--- config.mk ---
export PLATFORM = sky130hd
export DESIGN_NAME = rib_timer
export DESIGN_NICKNAME = d
export VERILOG_FILES = /design/src/rtl/rib_pkg.sv /design/src/rtl/rib_timer_prescaler.sv /design/src/rtl/rib_timer.sv
export SDC_FILE = /design/constraint.sdc
export NUM_CORES = 1
export LEC_CHECK = 0
export ABC_AREA = 1
export BUFFER_PORTS_ARGS = -buffer_cell sky130_fd_sc_hd__buf_2
export CAP_MARGIN = 10
export CORE_UTILIZATION = 25
export DETAILED_ROUTE_END_ITERATION = 8
export GPL_TIMING_DRIVEN = 1
export PLACE_DENSITY = 0.42
export SLEW_MARGIN = 20
export SYNTH_ARGS = -nofsm -noshare
export SYNTH_HDL_FRONTEND = slang
export SYNTH_SLANG_ARGS = --single-unit
--- constraint.sdc ---
create_clock -name clk -period 4.2 [get_ports clk]
set_input_delay 0.42 -clock clk [delete_from_list [all_inputs] [get_ports clk]]
set_output_delay 0.42 -clock clk [all_outputs]
set_load 0.01 [all_outputs]
--- src/rtl/rib_pkg.sv ---
`default_nettype none
// ============================================================================
// Module      : rib_pkg
// Description : Shared definitions for the rib interconnect: slave base
//               nibbles, timer register offsets, CTRL bit indices and the
//               timer state type.
// Revision    : 1.0  initial release
// ============================================================================
package rib_pkg;

    // Slave base nibbles (addr[31:28]) as decoded by the interconnect
    localparam logic [3:0] SLAVE_MEM   = 4'b0000;
    localparam logic [3:0] SLAVE_UART  = 4'b0001;
    localparam logic [3:0] SLAVE_TIMER = 4'b0010;
    localparam logic [3:0] SLAVE_GPIO  = 4'b0011;

    // Timer word offsets (addr[3:2])
    localparam logic [1:0] TIMER_CTRL     = 2'd0;
    localparam logic [1:0] TIMER_COUNT    = 2'd1;
    localparam logic [1:0] TIMER_VALUE    = 2'd2;
    localparam logic [1:0] TIMER_PRESCALE = 2'd3;

    // CTRL register bit positions
    localparam int CTRL_EN     = 0;
    localparam int CTRL_IE     = 1;
    localparam int CTRL_PEND   = 2;
    localparam int CTRL_RELOAD = 3;

    typedef enum logic [1:0] {
        IDLE  = 2'd0,
        RUN   = 2'd1,
        MATCH = 2'd2
    } timer_state_e;

endpackage : rib_pkg
`default_nettype wire

--- src/rtl/rib_timer_prescaler.sv ---
`default_nettype none
// ============================================================================
// Module      : rib_timer_prescaler
// Description : Prescaler counter for rib_timer. Counts while enabled and
//               emits a one-cycle tick when the count equals the divider,
//               then restarts from zero. clr has priority over counting.
// Revision    : 1.0  initial release
// ============================================================================
module rib_timer_prescaler #(
    parameter int PRESCALE_W = 16
) (
    input  logic                  clk,
    input  logic                  rst,
    input  logic                  en_i,
    input  logic                  clr_i,
    input  logic [PRESCALE_W-1:0] div_i,
    output logic                  tick_o
);

    logic [PRESCALE_W-1:0] pcnt_q;
    logic [PRESCALE_W-1:0] pcnt_d;

    // The tick belongs to the current cycle, so the caller sees it even when
    // the counter is being cleared this same cycle.
    assign tick_o = en_i && (pcnt_q == div_i);

    // Next prescaler count: clear, wrap on tick, or increment while enabled
    always_comb begin
        pcnt_d = pcnt_q;
        if (clr_i) begin
            pcnt_d = '0;
        end else if (en_i) begin
            pcnt_d = tick_o ? '0 : pcnt_q + PRESCALE_W'(1);
        end
    end

    // Prescaler count register
    always_ff @(posedge clk or posedge rst) begin
        if (rst) begin
            pcnt_q <= '0;
        end else begin
            pcnt_q <= pcnt_d;
        end
    end

endmodule : rib_timer_prescaler
`default_nettype wire

--- src/rtl/rib_timer.sv ---
`default_nettype none
// ============================================================================
// Module      : rib_timer
// Description : rib slave-2 timer. 32-bit COUNT with compare/match, one-shot
//               or auto-reload, level interrupt. Zero-wait-state register
//               access with combinational read data.
//               Build option RIB_TIMER_PRESCALER_EN adds the PRESCALE
//               register and prescaler counter; without it every running
//               cycle is a tick.
// Revision    : 1.0  initial release
// ============================================================================
module rib_timer
    import rib_pkg::*;
#(
    parameter int          PRESCALE_W = 16,
    parameter logic [31:0] RST_VALUE  = 32'h0000_0000
) (
    input  logic        clk,
    input  logic        rst,
    input  logic [31:0] addr_i,
    input  logic [31:0] data_i,
    output logic [31:0] data_o,
    input  logic        we_i,
    output logic        int_o
);

    if (PRESCALE_W < 1 || PRESCALE_W > 32) begin : g_bad_prescale_w
        $error("rib_timer: PRESCALE_W must be within 1..32");
    end

    timer_state_e state_q, state_d;
    logic         en_q, en_d;
    logic         ie_q, ie_d;
    logic         pend_q, pend_d;
    logic         reload_q, reload_d;
    logic [31:0]  count_q, count_d;
    logic [31:0]  value_q, value_d;

    logic w_addr_ok;
    logic w_wr_ctrl;
    logic w_wr_count;
    logic w_wr_value;
    logic w_running;
    logic w_tick;
    logic w_match;

    // Upper nibble is consumed by the interconnect; byte offset is unused
    logic unused_addr;
    assign unused_addr = ^{addr_i[31:28], addr_i[1:0]};

    assign w_addr_ok  = (addr_i[27:4] == 24'd0);
    assign w_wr_ctrl  = we_i && w_addr_ok && (addr_i[3:2] == TIMER_CTRL);
    assign w_wr_count = we_i && w_addr_ok && (addr_i[3:2] == TIMER_COUNT);
    assign w_wr_value = we_i && w_addr_ok && (addr_i[3:2] == TIMER_VALUE);
    assign w_running  = (state_q != IDLE);

`ifdef RIB_TIMER_PRESCALER_EN
    logic [PRESCALE_W-1:0] prescale_q, prescale_d;
    logic                  w_wr_prescale;
    logic                  w_pcnt_clr;

    assign w_wr_prescale = we_i && w_addr_ok && (addr_i[3:2] == TIMER_PRESCALE);
    // Software stopping the timer restarts the prescale period
    assign w_pcnt_clr    = w_running && w_wr_ctrl && !data_i[CTRL_EN];

    rib_timer_prescaler #(
        .PRESCALE_W (PRESCALE_W)
    ) u_prescaler (
        .clk    (clk),
        .rst    (rst),
        .en_i   (w_running),
        .clr_i  (w_pcnt_clr),
        .div_i  (prescale_q),
        .tick_o (w_tick)
    );

    // PRESCALE register next value
    always_comb begin
        prescale_d = prescale_q;
        if (w_wr_prescale) begin
            prescale_d = data_i[PRESCALE_W-1:0];
        end
    end

    // PRESCALE register
    always_ff @(posedge clk or posedge rst) begin
        if (rst) begin
            prescale_q <= '0;
        end else begin
            prescale_q <= prescale_d;
        end
    end
`else
    assign w_tick = w_running;
`endif

    // A zero compare value disables matching so COUNT can free-run and wrap
    assign w_match = (state_q == RUN) && w_tick && (value_q != 32'd0) &&
                     (count_q == value_q);

    assign int_o = pend_q && ie_q;

    // Register updates and state transition. Ordering encodes priority:
    // hardware pend set beats W1C, hardware en clear beats a write, and a
    // software COUNT write beats both tick increment and match clear.
    always_comb begin
        state_d  = state_q;
        en_d     = en_q;
        ie_d     = ie_q;
        pend_d   = pend_q;
        reload_d = reload_q;
        count_d  = count_q;
        value_d  = value_q;

        if (w_wr_ctrl) begin
            en_d     = data_i[CTRL_EN];
            ie_d     = data_i[CTRL_IE];
            reload_d = data_i[CTRL_RELOAD];
            if (data_i[CTRL_PEND]) begin
                pend_d = 1'b0;
            end
        end
        if (w_wr_value) begin
            value_d = data_i;
        end
        if ((state_q == RUN) && w_tick && !w_match) begin
            count_d = count_q + 32'd1;
        end
        if (state_q == MATCH) begin
            count_d = 32'd0;
            pend_d  = 1'b1;
            if (!reload_q) begin
                en_d = 1'b0;
            end
        end
        if (w_wr_count) begin
            count_d = data_i;
        end

        if (!en_d) begin
            state_d = IDLE;
        end else if (w_match) begin
            state_d = MATCH;
        end else begin
            state_d = RUN;
        end
    end

    // Timer state and register bank
    always_ff @(posedge clk or posedge rst) begin
        if (rst) begin
            state_q  <= IDLE;
            en_q     <= 1'b0;
            ie_q     <= 1'b0;
            pend_q   <= 1'b0;
            reload_q <= 1'b0;
            count_q  <= 32'd0;
            value_q  <= RST_VALUE;
        end else begin
            state_q  <= state_d;
            en_q     <= en_d;
            ie_q     <= ie_d;
            pend_q   <= pend_d;
            reload_q <= reload_d;
            count_q  <= count_d;
            value_q  <= value_d;
        end
    end

    // Side-effect-free combinational read mux
    always_comb begin
        data_o = 32'd0;
        if (w_addr_ok) begin
            case (addr_i[3:2])
                TIMER_CTRL:  data_o = {28'd0, reload_q, pend_q, ie_q, en_q};
                TIMER_COUNT: data_o = count_q;
                TIMER_VALUE: data_o = value_q;
`ifdef RIB_TIMER_PRESCALER_EN
                default:     data_o = 32'(prescale_q);
`else
                default:     data_o = 32'd0;
`endif
            endcase
        end
    end

endmodule : rib_timer
`default_nettype wire

==> impl_metrics.yaml, run 1 <==
run_status:
  status: "finished, final reports clean"
critical_path:
  worstPathArrival_ps: 2760
  crit_path_frequent_cell: "sky130_fd_sc_hd__nand2_1"
  ff2ff_setup_slack_ps: 1670
  setup.worst_path.class: "reg2reg"
  max_stage_delay_ps: 450
  critical_path_cell_by_cell: "xnor2_1, nand2_1, nor2_1, nand2_1, nor2_1, nand3_2, nand2_4, nand2_4, nand2_1, nand2_1"
  crit_path_start_kind: "flip-flop"
  critical_path_peak_fanout: 33
  critical_path.reg2reg.endpoint: "count_q[21]"
  worst-endpoint-required_ps: 4430
  r2r_start: "count_q[24]"
  critical-path-slowest-cell: "sky130_fd_sc_hd__dfrtp_1"
  worstSetupEndpointType: "flip-flop"
  r2r_cells: 10
cells_and_area:
  antennaDiodeCount: 0
  area_delta_synth_final_pct: 17.59
  mostFrequentLayoutCells: "338 x sky130_fd_sc_hd__nand2_1, 115 x sky130_fd_sc_hd__nor2_1, 93 x sky130_fd_sc_hd__buf_2"
  finalCoreUtilization: 0.2992
  layout_cell_share_with_drive_strength_beyond_1: 0.1608
  mostFrequentLayoutCell: "sky130_fd_sc_hd__nand2_1"
  nNetsFinal: 1008
floorplanning:
  design.core.area_um2: 21020
  std_cell_rows: 53
  effective_utilization_at_floorplan: 0.2544
  fp.dieH_um: 148.3
  io_pins: 100
  die_footprint_um2: 21980
  die_w_um: 148.3
timing:
  totalNegativeSetupSlack_ps: 0
  setup_viol_count_final: 0
  finalHoldViolCount: 0
  worst_slew_pin_slew_ps: 880.4
  setup_repair_after_global_routing_missed_its_margin: "false"
  max-slew-margin-rel: 0.4124
  slew_violations: 0
  achievable-frequency_ghz: 0.3959
  timing.final.crit_period_ps: 2526
  period_share: 0.6014
  finClkSkew_ps: 8.570
cts:
  clock-root-buffer: "sky130_fd_sc_hd__clkbuf_16"
  post-cts-setup-buffer-count: 0
  h-tree-depth: 3
  cts-hold-fix-buffers: 0
  ctsResizeCount: 0
  clock_tree_from_tritoncts: "built"
  clockBufferDepth: 2
  cts_buffers: 9
  worst_skew_pair.late_latency_ps: 350
  worst_setup_hold_path_clk_slew_ps: 60
  clock_sinks: 70
pwr:
  internal_power_uw: 1193
  net-switching-power_uw: 365.9
  p_leak_uw: 0.003216
  power_density_nw_per_um2: 247.9
  switching_share: 0.2347
  clock_power_share: 0.515
  seq_power_share: 0.433
  vdd_drop_max_mv: 0.1859
  power.combinational.fraction: 0.052
logic_synthesis:
  yosys_warnings: 0
  postSynthRegisterBits: 70
  yosysSeqAreaShare: 0.3275
  syn_area_um2: 5349
  synth_cell_types: 34
  synthesis.area_per_instance_um2: 6.141
  postSynthNetCount: 939
  postSynthCellCount: 871
route:
  detail_routed_net_length_per_standard_cell_um: 16.28
  detailroute.via_count: 5525
  drc: 0
  drt.antenna.violating_nets: 0
  vias_per_cell: 4.529
  drtPass1Iterations: 6
  detail_route.wirelength_mm: 19.86
  detail_route.iter0.violations: 368
placed_design:
  port_buffers: 93
  detailedPlacementHpwl_mm: 14.63
  gp_routability_congestion: 0.8827
global_routing:
  wire_length_of_the_first_global_routing_pass_mm: 31.27
  grt_util_all_layers: 0.1904
  global_route.overflow_total: 0
  grt_pass1_vias: 5380
  grt_start_max_net_pins: 50
  antenna_found_initial: 0
run:
  cap_viol_max_count: 0
hold_path:
  timing.hold.worst.class: "in2async"
==> worst max path at each step <==
stage                        endpoint  slack (ps)   startpoint
after global routing      count_q[25]        1350  count_q[24]
after floorplan            count_q[0]        2010          rst
final                     count_q[21]        1670  count_q[24]
after global placement    count_q[21]        1530    addr_i[2]
after detailed placement  count_q[23]        1510    addr_i[2]
after CTS                 count_q[21]        1560  count_q[24]
==> stage by stage <==
stage | setup WS [ps] | hold slack, ps | area, µm² | cells | total power (µW)
floorplan | 2012 | 453.0 | 5349 | 871 | 719.0
global placement | 1525 | 471.6 | 5988 | 1204 | 771.0
detailed placement | 1514 | 476.5 | 5988 | 1204 | 770.6
CTS | 1558 | 245.4 | 6290 | 1220 | 1579
global route | 1353 | 273.2 | 6290 | 1220 | 1616
finish | 1674 | 206.8 | 6290 | 1220 | 1559
==> registers in the layout (all words and copies together), names as in the netlist <==
signal / flops
reload_q: 1
state_q: 2
en_q: 1
ie_q: 1
value_q: 32
pend_q: 1
count_q: 32
==> per-layer routing <==
metal | up-vias | wire length (µm) | GRT usage
met5 | - | 0 | 0
met4 | 0 | 375 | 0.05825
met3 | 26 | 702 | 0.02178
met2 | 131 | 9120 | 0.3082
met1 | 2515 | 9665 | 0.2643
li1 | 2853 | - | -
==> kinds of logic (layout without fill, tap and decap cells) <==
kind of cell             count (synthesis)  in the layout  synth area share
AO/OA/AOI/OAI                           97             97           0.09217
AND/OR/NAND/NOR                        545            545            0.4187
buffers and inverters                  127            201            0.1043
multiplexers                             9              9           0.01895
flip-flops                              70             70            0.3275
adder cells (fa/ha/maj)                  1              1          0.002339
XOR/XNOR                                22             22           0.03602
==> area by class of cell <==
class	instances	area (µm²)
fill	2385	14730
clock buffer	12	256.5
timing repair buffer	102	533.0
clock inverter	4	45.04
multi-input combinational	674	3044
inverter	83	315.3
tap	275	344.1
sequential	70	1752
==> synth_stat cells (all sizes together) <==
cell    count  area, µm²
o21ai      46      230.2
a31oi       1      6.260
buf        31      191.4
xnor2      11      96.34
inv        80      302.8
ha          1      12.51
mux2        9      101.3
nand3b      1      7.510
nor3        1      10.01
dfrtp      70       1752
clkbuf     13      51.30
a221oi      1      8.760
a21oi      47      235.2
nand3      73      410.4
nor2      123      476.7
or2         1      6.260
nand2     340       1291
xor2       11      96.34
o22ai       2      12.51
nand4       6      37.54
clkinv      3      12.51
==> critical path: cells and delay by family (launching register included) <==
kind             cells  cell delay [ps]
XOR/XNOR             1              330
flip-flops           1              450
AND/OR/NAND/NOR      9             1630
==> power by group through the flow <==
stage | logic [µW] | registers (µW) | clock network, µW
6_report | 81.2 | 674 | 804
5_1_grt | 92.9 | 674 | 850
4_1_cts | 84.3 | 674 | 821
3_5_place_dp | 83.9 | 687 | 0
3_3_place_gp | 84.2 | 687 | 0
2_1_floorplan | 32.2 | 687 | 0
(Power assumes the default switching activity.)
==> inputs of run 2 (changes only) <==
Settings changed: PLACE_DENSITY 0.42 to 0.44.
Clock period 4.2 ns to 2.1 ns, I/O delays scaled along.
==> impl_metrics.yaml, run 2 (synthesized netlist as in run 1, its figures left out) <==
run_status:
  status: "finished, final reports clean"
timing:
  period_share: 0.9324
  max-slew-margin-rel: 0.3614
  setup_viol_count_final: 0
  finalHoldViolCount: 0
  timing.final.crit_period_ps: 1958
  achievable-frequency_ghz: 0.5107
  worst_slew_pin_slew_ps: 956.9
  slew_violations: 0
  finClkSkew_ps: 8.942
  timing.final.ws_setup_ps: 142.0
cells_and_area:
  nNetsFinal: 1025
  fill_cells: 2374
  antennaDiodeCount: 0
  area_delta_synth_final_pct: 21.66
  layout_cell_share_with_drive_strength_beyond_1: 0.1788
  reg_top3: "count_q x32, value_q x32, state_q x2"
  mostFrequentLayoutCells: "338 x sky130_fd_sc_hd__nand2_1, 113 x sky130_fd_sc_hd__nor2_1, 93 x sky130_fd_sc_hd__buf_2"
  mostFrequentLayoutCell: "sky130_fd_sc_hd__nand2_1"
route:
  drtPass1Iterations: 5
  detailroute.via_count: 5617
  detail_route.wirelength_mm: 19.85
  drt.antenna.violating_nets: 0
  drc: 0
  detail_route.iter0.violations: 360
  detail_routed_net_length_per_standard_cell_um: 16.05
  vias_per_cell: 4.541
pwr:
  power.total_uw: 3041
  vdd_drop_max_mv: 0.3686
  switching_share: 0.2379
  net-switching-power_uw: 723.5
  internal_power_uw: 2317
  seq_power_share: 0.444
  p_leak_uw: 0.003321
  clock_power_share: 0.498
  power_density_nw_per_um2: 467.3
  power.combinational.fraction: 0.058
floorplanning:
  std_cell_rows: 53
  design.core.area_um2: 21020
  die_footprint_um2: 21980
  die_w_um: 148.3
  effective_utilization_at_floorplan: 0.2544
  io_pins: 100
  fp.dieH_um: 148.3
placed_design:
  place_worst_setup_slack_ps: -94.92
  gp_routability_congestion: 0.8818
  detailedPlacementHpwl_mm: 14.84
  port_buffers: 93
global_routing:
  wire_length_of_the_first_global_routing_pass_mm: 31.18
  grt_util_all_layers: 0.1882
  grt_pass1_vias: 5525
  global_route.overflow_total: 0
  antenna_found_initial: 0
  grt_start_max_net_pins: 56
hold_path:
  timing.hold.worst.class: "in2reg"
critical_path:
  worst-endpoint-required_ps: 2390
  critical_path_peak_fanout: 6
  worstPathArrival_ps: 2250
  setup.worst_path.class: "reg2reg"
  worstSetupEndpointType: "flip-flop"
  crit_path_start_kind: "flip-flop"
cts:
  clock_sinks: 70
  clockBufferDepth: 2
  worst_skew_pair.late_latency_ps: 350
  clock-root-buffer: "sky130_fd_sc_hd__clkbuf_16"
  h-tree-depth: 3
  post-cts-setup-buffer-count: 0
  worst_setup_hold_path_clk_slew_ps: 60
  clock_tree_from_tritoncts: "built"
  cts_buffers: 9
run:
  cap_viol_max_count: 0
[run 2: cell types whose count changed in the layout (fill, tap and decap cells not counted), moves of 3 or more]
cell                       delta
sky130_fd_sc_hd__clkinv_2     -3
sky130_fd_sc_hd__clkbuf_1     +3
sky130_fd_sc_hd__buf_12       +4
sky130_fd_sc_hd__buf_4        +9
sky130_fd_sc_hd__dfrtp_1      -3
sky130_fd_sc_hd__dfrtp_2      +3
[run 2: path summary, 6_finish.rpt]
kind	startpoint	end	slack, ps	depth (start not counted)
worst min-delay path	data_i[4]	value_q[4]	90	2
min in group asynchronous	rst	value_q[13]	460	4
worst max register to register	count_q[1]	count_q[8]	140	9
max in group asynchronous	rst	count_q[1]	1390	4
worst max-delay path	count_q[1]	count_q[8]	140	9
worst min register to register	value_q[2]	value_q[2]	490	2
[run 2: worst max-delay path: stages, from the launching register on]
cell and delay [ps]:
sky130_fd_sc_hd__dfrtp_2 420, sky130_fd_sc_hd__ha_1 240, sky130_fd_sc_hd__nand3_2 140, sky130_fd_sc_hd__buf_4 210
sky130_fd_sc_hd__nor3_2 340, sky130_fd_sc_hd__xor2_1 200, sky130_fd_sc_hd__nand2_1 80, sky130_fd_sc_hd__o21ai_1 130
sky130_fd_sc_hd__nand2_1 70, sky130_fd_sc_hd__nand2_1 60
[run 2: per-stage QoR]
step                TNS (ps)  cells  hold WS, ps  cell area [µm²]    util
detailed placement     -2455   1219        285.4             6151  0.2926
finish                     0   1237        89.28             6507  0.3096
global placement       -3231   1219        295.3             6151  0.2926
global route          -2.673   1237        86.38             6507  0.3096
floorplan                  0    871        341.7             5349       -
CTS                        0   1236        83.95             6459  0.3072
[run 2: layout make-up]
class                      instances  area, µm²  share of cell area
multi-input combinational        675       3098              0.4761
sequential                        70       1755              0.2698
timing repair buffer             118      713.2              0.1096
tap                              275      344.1             0.05287
inverter                          83      315.3             0.04845
clock buffer                      16      281.5             0.04326
[run 2: layer usage]
metal  GRT usage  vias up  part of all wire
met4     0.06649        0             0.019
met1      0.2546     2567              0.48
met5           0        -                 0
li1            -     2884                 -
met3     0.02515       21             0.042
met2      0.3059      145              0.46
[run 2: repair_timing]
| action | in CTS | in global routing |
|---|---|---|
| hold endpoints to repair | 70 | 0 |
| hold buffers | 1 | 0 |
| resized for setup | 2 | 10 |
| pin swaps | 0 | 2 |
| setup endpoints to repair | 32 | 32 |
| gates cloned | 0 | 1 |
[run 2: power by group through the flow]
stage | registers, µW | logic [µW] | clock network, µW
detailed placement | 1370 | 178 | 0
global route | 1350 | 198 | 1620
floorplan | 1370 | 64.4 | 0
global placement | 1370 | 180 | 0
CTS | 1350 | 180 | 1550
finish | 1350 | 177 | 1520
